--- config.mk ---
export PLATFORM = sky130hd
export DESIGN_NAME = hp_tdm_scheduler_flat
export DESIGN_NICKNAME = d
export VERILOG_FILES = /design/src/rtl/hp_tdm_scheduler_if.sv /design/src/rtl/hp_tdm_scheduler.sv /design/src/flat_wrapper.sv
export SDC_FILE = /design/constraint.sdc
export NUM_CORES = 1
export LEC_CHECK = 0
export CAP_MARGIN = 20
export CORE_MARGIN = 1
export CORE_UTILIZATION = 40
export DETAILED_ROUTE_END_ITERATION = 10
export PLACE_DENSITY = 0.7
export SLEW_MARGIN = 20
export SYNTH_ARGS = -nofsm -noshare
export SYNTH_HDL_FRONTEND = slang
export SYNTH_SLANG_ARGS = --single-unit
--- constraint.sdc ---
create_clock -name clk -period 8.35 [get_ports clk]
set_input_delay 1.67 -clock clk [delete_from_list [all_inputs] [get_ports clk]]
set_output_delay 1.67 -clock clk [all_outputs]
set_load 0.05 [all_outputs]
--- src/rtl/hp_tdm_scheduler_if.sv ---
// -----------------------------------------------------------------------------
// hp_tdm_scheduler_if
//
// Purpose:
//   Bundles the request side (per-channel sample valid/ready/data plus the
//   history clear) and the result side (valid/ready, data, channel tag) of the
//   time-division high-pass scheduler.
//
// Signals:
//   in_valid  [NUM_CH]         per-channel sample valid        (master -> slave)
//   in_data   [NUM_CH*DATA_W]  packed samples, ch k at [k*DATA_W +: DATA_W]
//   in_ready  [NUM_CH]         per-channel accept, one-hot or zero (slave -> master)
//   hist_clr                   synchronous clear of all histories (master -> slave)
//   out_valid                  result valid                    (slave -> master)
//   out_ready                  downstream accept               (master -> slave)
//   out_data  [DATA_W]         signed result x[n] - x[n-1]     (slave -> master)
//   out_ch    [CH_W]           channel tag of out_data         (slave -> master)
//
// Modports:
//   master : the environment (front-ends plus downstream consumer)
//   slave  : the scheduler itself
// -----------------------------------------------------------------------------
interface hp_tdm_scheduler_if #(
    parameter int NUM_CH = 4,
    parameter int DATA_W = 16
);
    localparam int CH_W = $clog2(NUM_CH);

    logic [NUM_CH-1:0]        in_valid;
    logic [NUM_CH*DATA_W-1:0] in_data;
    logic [NUM_CH-1:0]        in_ready;
    logic                     hist_clr;
    logic                     out_valid;
    logic                     out_ready;
    logic [DATA_W-1:0]        out_data;
    logic [CH_W-1:0]          out_ch;

    modport master (
        output in_valid,
        output in_data,
        input  in_ready,
        output hist_clr,
        input  out_valid,
        output out_ready,
        input  out_data,
        input  out_ch
    );

    modport slave (
        input  in_valid,
        input  in_data,
        output in_ready,
        input  hist_clr,
        output out_valid,
        input  out_ready,
        output out_data,
        output out_ch
    );
endinterface

--- src/rtl/hp_tdm_scheduler.sv ---
// -----------------------------------------------------------------------------
// hp_tdm_scheduler
//
// Purpose:
//   Time-division scheduler letting NUM_CH sample sources share one
//   first-difference high-pass datapath (out = x[n] - x[n-1]). Requests are
//   arbitrated round-robin, one previous-sample history register is kept per
//   channel, at most one sample is issued per cycle and the result is returned
//   with its channel tag through a registered valid/ready output.
//
// Ports:
//   clk  : system clock, rising edge
//   rst  : asynchronous, active-high reset
//   bus  : hp_tdm_scheduler_if.slave (in_valid/in_data/in_ready, hist_clr,
//          out_valid/out_ready/out_data/out_ch)
//
// Parameters:
//   NUM_CH : number of requesting channels (2..16)
//   DATA_W : sample/result width, signed two's complement
//
// Configuration:
//   HP_SAT_EN : when defined, the difference is computed one bit wider and
//               saturated to the signed DATA_W range instead of wrapping.
//               Histories always store the raw input sample.
// -----------------------------------------------------------------------------
module hp_tdm_scheduler #(
    parameter int NUM_CH = 4,
    parameter int DATA_W = 16
) (
    input  logic                 clk,
    input  logic                 rst,
    hp_tdm_scheduler_if.slave    bus
);

    localparam int CH_W = $clog2(NUM_CH);

    typedef enum logic [0:0] {
        ST_IDLE  = 1'b0,
        ST_VALID = 1'b1
    } state_t;

    // -------------------------------------------------------------------------
    // Difference helper: plain modulo-2^DATA_W wrap, or saturating when enabled
    // -------------------------------------------------------------------------
    function automatic logic [DATA_W-1:0] hp_diff(
        input logic [DATA_W-1:0] x,
        input logic [DATA_W-1:0] h
    );
`ifdef HP_SAT_EN
        logic [DATA_W:0] wide;
        wide = {x[DATA_W-1], x} - {h[DATA_W-1], h};
        // Top two bits disagree only when the true difference left the range.
        if (wide[DATA_W] != wide[DATA_W-1]) begin
            if (wide[DATA_W]) begin
                hp_diff = {1'b1, {(DATA_W-1){1'b0}}};
            end else begin
                hp_diff = {1'b0, {(DATA_W-1){1'b1}}};
            end
        end else begin
            hp_diff = wide[DATA_W-1:0];
        end
`else
        hp_diff = x - h;
`endif
    endfunction

    // -------------------------------------------------------------------------
    // State
    // -------------------------------------------------------------------------
    state_t              state_q;
    state_t              state_d;
    logic [CH_W-1:0]     ptr_q;
    logic [CH_W-1:0]     ptr_d;
    logic [DATA_W-1:0]   out_data_q;
    logic [DATA_W-1:0]   out_data_d;
    logic [CH_W-1:0]     out_ch_q;
    logic [CH_W-1:0]     out_ch_d;
    logic [DATA_W-1:0]   hist_q [NUM_CH];

    // -------------------------------------------------------------------------
    // Combinational control
    // -------------------------------------------------------------------------
    logic                slot_free_s;
    logic                grant_valid_s;
    logic [CH_W-1:0]     grant_idx_s;
    logic                accept_s;
    logic [DATA_W-1:0]   sample_s;
    logic [DATA_W-1:0]   diff_s;
    logic [NUM_CH-1:0]   in_ready_s;

    // The output slot can take a new result when empty or being drained now.
    assign slot_free_s = (state_q == ST_IDLE) || bus.out_ready;

    // Round-robin search from the pointer, ascending with wrap.
    always_comb begin
        logic [CH_W:0] cand_v;
        logic          hit_v;
        grant_valid_s = 1'b0;
        grant_idx_s   = {CH_W{1'b0}};
        cand_v        = {(CH_W+1){1'b0}};
        hit_v         = 1'b0;
        for (int i = 0; i < NUM_CH; i++) begin
            cand_v = {1'b0, ptr_q} + (CH_W+1)'(i);
            cand_v = (cand_v >= (CH_W+1)'(NUM_CH)) ? (cand_v - (CH_W+1)'(NUM_CH)) : cand_v;
            hit_v  = !grant_valid_s && bus.in_valid[cand_v[CH_W-1:0]];
            grant_idx_s   = hit_v ? cand_v[CH_W-1:0] : grant_idx_s;
            grant_valid_s = grant_valid_s | hit_v;
        end
    end

    // A grant only becomes an accept while the slot is free and no clear is
    // in progress; reset also masks in_ready so nothing is offered under reset.
    assign accept_s = grant_valid_s && slot_free_s && !bus.hist_clr && !rst;

    // Selected sample and its high-pass difference against the channel history.
    always_comb begin
        sample_s = bus.in_data[int'(grant_idx_s) * DATA_W +: DATA_W];
        diff_s   = hp_diff(sample_s, hist_q[grant_idx_s]);
    end

    // One-hot ready for the accepted channel, zero otherwise.
    always_comb begin
        if (accept_s) begin
            in_ready_s = {{(NUM_CH-1){1'b0}}, 1'b1} << grant_idx_s;
        end else begin
            in_ready_s = {NUM_CH{1'b0}};
        end
    end

    // FSM next state: IDLE <-> VALID, staying in VALID on back-to-back reloads.
    always_comb begin
        state_d = state_q;
        case (state_q)
            ST_IDLE: begin
                if (accept_s) begin
                    state_d = ST_VALID;
                end else begin
                    state_d = ST_IDLE;
                end
            end
            ST_VALID: begin
                if (!bus.out_ready) begin
                    state_d = ST_VALID;
                end else if (accept_s) begin
                    state_d = ST_VALID;
                end else begin
                    state_d = ST_IDLE;
                end
            end
            default: begin
                state_d = ST_IDLE;
            end
        endcase
    end

    // Next values of the output register and round-robin pointer.
    always_comb begin
        ptr_d      = ptr_q;
        out_data_d = out_data_q;
        out_ch_d   = out_ch_q;
        if (accept_s) begin
            out_data_d = diff_s;
            out_ch_d   = grant_idx_s;
            ptr_d      = (grant_idx_s == (CH_W)'(NUM_CH - 1)) ? {CH_W{1'b0}}
                                                              : (grant_idx_s + {{(CH_W-1){1'b0}}, 1'b1});
        end else begin
            ptr_d      = ptr_q;
            out_data_d = out_data_q;
            out_ch_d   = out_ch_q;
        end
    end

    // -------------------------------------------------------------------------
    // Sequential
    // -------------------------------------------------------------------------

    // FSM state register.
    always_ff @(posedge clk or posedge rst) begin
        if (rst) begin
            state_q <= ST_IDLE;
        end else begin
            state_q <= state_d;
        end
    end

    // Output register and round-robin pointer.
    always_ff @(posedge clk or posedge rst) begin
        if (rst) begin
            ptr_q      <= {CH_W{1'b0}};
            out_data_q <= {DATA_W{1'b0}};
            out_ch_q   <= {CH_W{1'b0}};
        end else begin
            ptr_q      <= ptr_d;
            out_data_q <= out_data_d;
            out_ch_q   <= out_ch_d;
        end
    end

    // Per-channel history: cleared together, otherwise the accepted channel
    // stores its raw sample. Clear and accept are mutually exclusive.
    always_ff @(posedge clk or posedge rst) begin
        if (rst) begin
            for (int k = 0; k < NUM_CH; k++) begin
                hist_q[k] <= {DATA_W{1'b0}};
            end
        end else if (bus.hist_clr) begin
            for (int k = 0; k < NUM_CH; k++) begin
                hist_q[k] <= {DATA_W{1'b0}};
            end
        end else if (accept_s) begin
            hist_q[grant_idx_s] <= sample_s;
        end else begin
            hist_q[grant_idx_s] <= hist_q[grant_idx_s];
        end
    end

    // -------------------------------------------------------------------------
    // Outputs
    // -------------------------------------------------------------------------
    assign bus.in_ready  = in_ready_s;
    assign bus.out_valid = (state_q == ST_VALID);
    assign bus.out_data  = out_data_q;
    assign bus.out_ch    = out_ch_q;

endmodule

--- src/flat_wrapper.sv ---
// flat-port wrapper written by rule: the top's interface ports become plain ports
module hp_tdm_scheduler_flat 
#(
    parameter int NUM_CH = 4,
    parameter int DATA_W = 16
)
  (clk, rst, bus_in_valid, bus_in_data, bus_in_ready, bus_hist_clr, bus_out_valid, bus_out_ready, bus_out_data, bus_out_ch);
  hp_tdm_scheduler_if #(.NUM_CH(NUM_CH), .DATA_W(DATA_W)) bus_i ();
  input  logic clk;
  input  logic rst;
  input wire logic [$bits(bus_i.in_valid)-1:0] bus_in_valid;
  input wire logic [$bits(bus_i.in_data)-1:0] bus_in_data;
  output wire logic [$bits(bus_i.in_ready)-1:0] bus_in_ready;
  input wire logic [$bits(bus_i.hist_clr)-1:0] bus_hist_clr;
  output wire logic [$bits(bus_i.out_valid)-1:0] bus_out_valid;
  input wire logic [$bits(bus_i.out_ready)-1:0] bus_out_ready;
  output wire logic [$bits(bus_i.out_data)-1:0] bus_out_data;
  output wire logic [$bits(bus_i.out_ch)-1:0] bus_out_ch;
  assign bus_i.in_valid = bus_in_valid;
  assign bus_i.in_data = bus_in_data;
  assign bus_in_ready = bus_i.in_ready;
  assign bus_i.hist_clr = bus_hist_clr;
  assign bus_out_valid = bus_i.out_valid;
  assign bus_i.out_ready = bus_out_ready;
  assign bus_out_data = bus_i.out_data;
  assign bus_out_ch = bus_i.out_ch;
  hp_tdm_scheduler #(.NUM_CH(NUM_CH), .DATA_W(DATA_W)) u_core (.clk(clk), .rst(rst), .bus(bus_i));
endmodule
* Yosys cells after proc, flatten, opt, wreduce, memory -nomap -nowiden *
Cells that the tools add are included.
Widths: inputs -> output; s select.

word-level totals
  memories kept = 0
  latch bits = 0
  memory bits (writable) = 0
  output and inout bits = 23
  flip-flop bits (word level) = 85
  bits in read-only memories = 0

cells by class
  multiply operators = 0
  multiplexer cells = 30
  reduce and logical (&&, ||, !) cells = 13
  eq/ne operators = 1
  add/sub/neg operators = 9
  divide/modulo/power cells = 0
  bitwise gates (word level) = 5
  $lt $le $gt $ge = 10
  shift operators = 2

operator list
  cell                 count
  $bwmux 64            2
  $mux 64              2
  $shiftx 64x7->16     1
  $mux 16              3
  $bmux 16 s2          1
  $demux 16 s2         1
  $mux 2               9
  $sub 16x16->16       1
  $ge 3x3->1 const B   4
  $lt 2x3->1 const B   4
  $bmux 1 s2           4
  $sub 2x1->2 const B  4
  $logic_and 1x1->1    7
  $add 2x2->3 const B  2
  $mux 1               6
  $logic_not 1->1      5
  $mux 4               1
  $shl 1x2->4 const A  1
  $add 2x1->3 const B  1
  $ge 2x3->1 const B   1
  $lt 3x1->1 const B   1
  $not 2->3            1
  $or 1x1->1           3
  $add 2x1->2 const B  1
  4 further kinds      4

* Logic depth before layout (Yosys ltp) *
  depth in word-level cells = 21
  depth in mapped cells = 17
  mapped depth without buffers = 16

* Least setup slack after synthesis *
Ideal clock, no wire load.

  path type = input port to output port
  start = input bus_in_valid[0]
  end = output bus_in_ready[3]
  path slack = 2.894 ns
  data arrival time = 3.786 ns
  stages on the path = 10
  cells stage by stage = and2_2 o211ai_4 nand2_2 inv_2 buf_4 buf_6 ha_1 buf_1 clkbuf_1 and2_1

on the way
  elaborated cells between the ends (all ways) = 26
  classes of those cells = shift (1); mux (13); bitwise (3); reduce/logical (9)

RTL lines
  item                          line                     source
  start: declaration            flat_wrapper.sv:11       input wire logic [$bits(bus_i.in_valid)-1:0] bus_in_valid;
  $bmux 1 s2                    hp_tdm_scheduler.sv:105  hit_v = !grant_valid_s && bus.in_valid[cand_v[CH_W-1:0]];
  $mux 1 (not written as such)  hp_tdm_scheduler.sv:105
  $logic_not 1->1               hp_tdm_scheduler.sv:105
  $logic_and 1x1->1             hp_tdm_scheduler.sv:105
  $or 1x1->1                    hp_tdm_scheduler.sv:107  grant_valid_s = grant_valid_s | hit_v;
  $logic_not 1->1               hp_tdm_scheduler.sv:105
  $logic_and 1x1->1             hp_tdm_scheduler.sv:105
  $or 1x1->1                    hp_tdm_scheduler.sv:107
  $logic_not 1->1               hp_tdm_scheduler.sv:105
  $logic_and 1x1->1             hp_tdm_scheduler.sv:105
  $mux 2 *                      hp_tdm_scheduler.sv:106  grant_idx_s = hit_v ? cand_v[CH_W-1:0] : grant_idx_s;
  net u_core.grant_idx_s[1]     hp_tdm_scheduler.sv:85   logic [CH_W-1:0] grant_idx_s;
  $shl 1x2->4 *                 hp_tdm_scheduler.sv:124  in_ready_s = {{(NUM_CH-1){1'b0}}, 1'b1} << grant_idx_s;
  $mux 4 *                      hp_tdm_scheduler.sv:123  if (accept_s) begin
  end: declaration              flat_wrapper.sv:13       output wire logic [$bits(bus_i.in_ready)-1:0] bus_in_ready;

Mark *: on every way through the listed nets, which the timed path passes. The rest lies on a longest branch. The select of a mux whose other input is x is not followed.

* Final worst setup path *
  start = input bus_in_valid[0]
  end = output bus_in_ready[3]

on the way
  cells in the longest elaborated chain, start to end = 15
  elaborated cells between the ends (all ways) = 26
  classes of those cells = shift (1); mux (13); bitwise (3); reduce/logical (9)

ends and longest elaborated chain
  item                             line                     source
  $bmux 1 s2                       hp_tdm_scheduler.sv:105
  $mux 1 (not written as such)     hp_tdm_scheduler.sv:105
  $logic_not 1->1                  hp_tdm_scheduler.sv:105
  $logic_and 1x1->1                hp_tdm_scheduler.sv:105
  $or 1x1->1                       hp_tdm_scheduler.sv:107
  $logic_not 1->1                  hp_tdm_scheduler.sv:105
  $logic_and 1x1->1                hp_tdm_scheduler.sv:105
  $or 1x1->1                       hp_tdm_scheduler.sv:107
  $logic_not 1->1                  hp_tdm_scheduler.sv:105
  $logic_and 1x1->1                hp_tdm_scheduler.sv:105
  $or 1x1->1                       hp_tdm_scheduler.sv:107
  $logic_and 1x1->1 (3 in series)  hp_tdm_scheduler.sv:113  assign accept_s = grant_valid_s && slot_free_s && !bus.hist_clr && !rst;
  $mux 4 *                         hp_tdm_scheduler.sv:123

Every way passes the cells marked *; elsewhere a longest branch is shown, timed or not. The select of a mux whose other input is x is not followed.

==> metrics.txt <==
clock skew after layout=0.006315 ns; post-detail-place hpwl=between 9 and 10 mm; post-layout min period=6.871 ns; type of the tightest min-delay check=reg -> reg; post-route cell area=approximately 6800 um^2; largest net degree at the start of global routing=86; VDD IR max=about 140 uV; cell area after synthesis=roughly 5500 um^2; Worst-Margin Slew=between 0.7 and 0.8 ns; Total Die Area=roughly 14000 um^2; clock insertion delay at the later pin of the skew report=approximately 0.34 ns; sequential cell area=2127 um^2; I/O pin total=95; top library cells by usage in the layout, fill and taps aside=93 x sky130_fd_sc_hd__clkdlybuf4s50_1, 85 x sky130_fd_sc_hd__dfrtp_1, 76 x sky130_fd_sc_hd__a211oi_1; synth unique cells=61; total via count after detailed routing=between 4000 and 5000; count of nets left with antenna violations after detail routing=0; CTS tree=done; outcome=complete, no violations; routed via count divided by cell count=between 5 and 6; number of nets in the synthesized netlist=between 600 and 700; register bit count reported by yosys=85; number of search-and-repair iterations in the first detailed-routing pass=5; Tcrit/Tclk final=82.28%; count of inserted antenna diode cells=0; TNS Setup=0 ns; Main synth FF type=sky130_fd_sc_hd__dfrtp_1; MaxCap Viol Count=0; final setup violation count=0; utilization after layout=about 51%; wire length per cell=around 17 um; highest clock frequency the design can meet=approximately 150 MHz; placeable core region=around 13000 um^2; relative max-transition margin=a little under half; Fin. Hold Viols=0; worst path required time=approximately 6.7 ns; clock sinks=85; synth-to-layout area growth=24.64%; DRC violation count after routing=0; placed cell area=6470 um^2; via count of the first global-routing pass=4505; share of the yosys chip area belonging to registers=38.97%; data arrival time at the worst-slack endpoint=5.20 ns; Port Buf Inserts=94; Final Wtd Congestion=roughly 0.83; Worst Setup End Kind=output pin; count of warnings emitted by yosys=0; area of combinational cells with multiple inputs=3024 um^2; final number of max-transition violations=0; power density over the cells=~400 nW/um^2; antenna violations before repair=0; Die Y=approximately 120 um; root buffer cell=sky130_fd_sc_hd__clkbuf_16; Post-CTS Hold Fix Bufs=0; min-delay src=u_core.bus.out_data[5]$_DFFE_PP0P_; proportion of register bits with asynchronous set or reset after synthesis=100.0%; Max Fanout on Critical Path=32; Filler cells=approximately 1200; H-tree Lvls=3; crit path from=bus_in_valid[0]; number of gates given a new drive strength after cts=0; total global routing track utilization=around a fifth; synthesized instance count=between 500 and 600; total number of placement rows=between 40 and 50; most common library cell in the layout ignoring fill and taps=sky130_fd_sc_hd__clkdlybuf4s50_1; RSZ-0062 raised after global routing=false; static power due to leakage=between 2 and 3 nW; total wirelength of the detailed-routed design=about 14 mm; first-pass GRT wire length=22.85 mm; total CTS buffers=9; starting utilization of the core area=approximately two fifths; crit path launch type=primary input; category of the critical setup timing path=in -> out; Reg-to-Reg Start=u_core.ptr_q[0]$_DFFE_PP0P_; number of design-rule violations left by the first detailed-router iteration=between 400 and 500; proportion of layout cells with a drive suffix above 1=under 10%; maximum number of buffers from clock root to sink=2; grt ovf=0; Horiz. Die Dim=between 100 and 150 um; number of synthesized flops with an enable pin=0; syn avg cell area=9.266 um^2; number of buffers inserted to repair setup after CTS=0; Total Nets Final=750; Worst-path clk slew=0.06 ns
==> report_power, final <==
group	leakage (nW)	total [mW]	switching, mW	internal, mW
logic	1.70	1.65	1.02	0.629
registers	1.11	0.658	0.0927	0.565
clock network	0.163	0.440	0.163	0.278
==> layout make-up <==
type,count,area share (%)
sequential,85,31.27
clock buffer,12,3.770
inverter,25,1.435
clock inverter,4,1.030
tap,176,3.237
timing repair buffer,103,14.81
multi-input combinational,434,44.45
==> layer usage <==
layer,wire length [um],part of all wire [%],global-route usage (%)
met1,6577,47,29.48
met2,6239,45,31.03
met3,860,6.2,2.682
met4,290,2.1,7.991
met5,0,0,0
==> synthesized netlist by cell type (all sizes together), types with 2 or more instances <==
master	instances	area, um^2
a211oi	80	620.6
a21boi	2	15.01
a21o	2	15.01
a21oi	12	63.81
a31oi	15	93.84
and2	5	32.53
and3	16	100.1
buf	17	112.6
clkbuf	28	107.6
dfrtp	85	2127
ha	19	237.7
inv	25	96.34
mux2	4	48.79
mux2i	61	640.6
nand2	52	197.7
nand2b	6	37.54
nand3	11	55.05
nand4	2	12.51
nor2	74	294.0
nor2b	5	31.28
nor3	7	35.03
nor3b	2	15.01
nor4	2	12.51
o2111ai	2	17.52
o211ai	3	36.28
o21a	2	15.01
o21ai	20	100.1
o21bai	2	18.77
o311ai	2	17.52
o31a	2	17.52
o31ai	3	22.52
or4	2	15.01
xnor2	3	26.28
xor2	4	35.03
==> metrics by stage <==
stage	hold WS, ns	total power, mW	cells	worst slack [ns]
after floorplan	0.5183	1.899	589	2.894
after global placement	0.4627	2.239	823	1.679
after detailed placement	0.4717	2.293	823	1.531
after CTS	0.4852	2.738	839	1.532
after global routing	0.5036	2.950	839	1.289
final	0.4770	2.745	839	1.479
==> worst paths after layout <==
kind | endpoint | slack, ns | depth (start not counted)
worst min-delay path | u_core.bus.out_data[5]$_DFFE_PP0P_ | 0.48 | 2
worst min register to register | u_core.bus.out_data[5]$_DFFE_PP0P_ | 0.48 | 2
min in group asynchronous | u_core.bus.out_valid$_DFF_PP0_ | 1.93 | 3
max in group asynchronous | u_core.hist_q[47]$_DFFE_PP0P_ | 5.86 | 3
worst max register to register | u_core.bus.out_data[14]$_DFFE_PP0P_ | 3.68 | 16
worst max-delay path | bus_in_ready[3] | 1.48 | 9
==> critical path, cell delays in order <==
cell	delay [ns]
sky130_fd_sc_hd__clkdlybuf4s50_1	0.48
sky130_fd_sc_hd__nor2b_1	0.19
sky130_fd_sc_hd__o21bai_2	0.50
sky130_fd_sc_hd__nand2_2	0.53
sky130_fd_sc_hd__inv_2	0.17
sky130_fd_sc_hd__buf_4	0.45
sky130_fd_sc_hd__ha_1	0.25
sky130_fd_sc_hd__and2_1	0.13
sky130_fd_sc_hd__clkdlybuf4s50_1	0.80
==> cells by family after synthesis <==
group           Yosys count  share of synthesized area, %
buf+inv                  70                         5.800
mux                      65                         12.63
compound gates          154                         20.84
simple gates            188                         15.91
flops                    85                         38.97
fa+ha+maj                20                         4.723
xor+xnor                  7                         1.123
==> registers in the layout, summed over array words and instances, names as in the netlist <==
signal / count
u_core.bus.out_ch: 2
u_core.ptr_q: 2
u_core.hist_q: 64
u_core.bus.out_data: 16
u_core.bus.out_valid: 1
No activity file was read; power rests on OpenSTA's default activity.
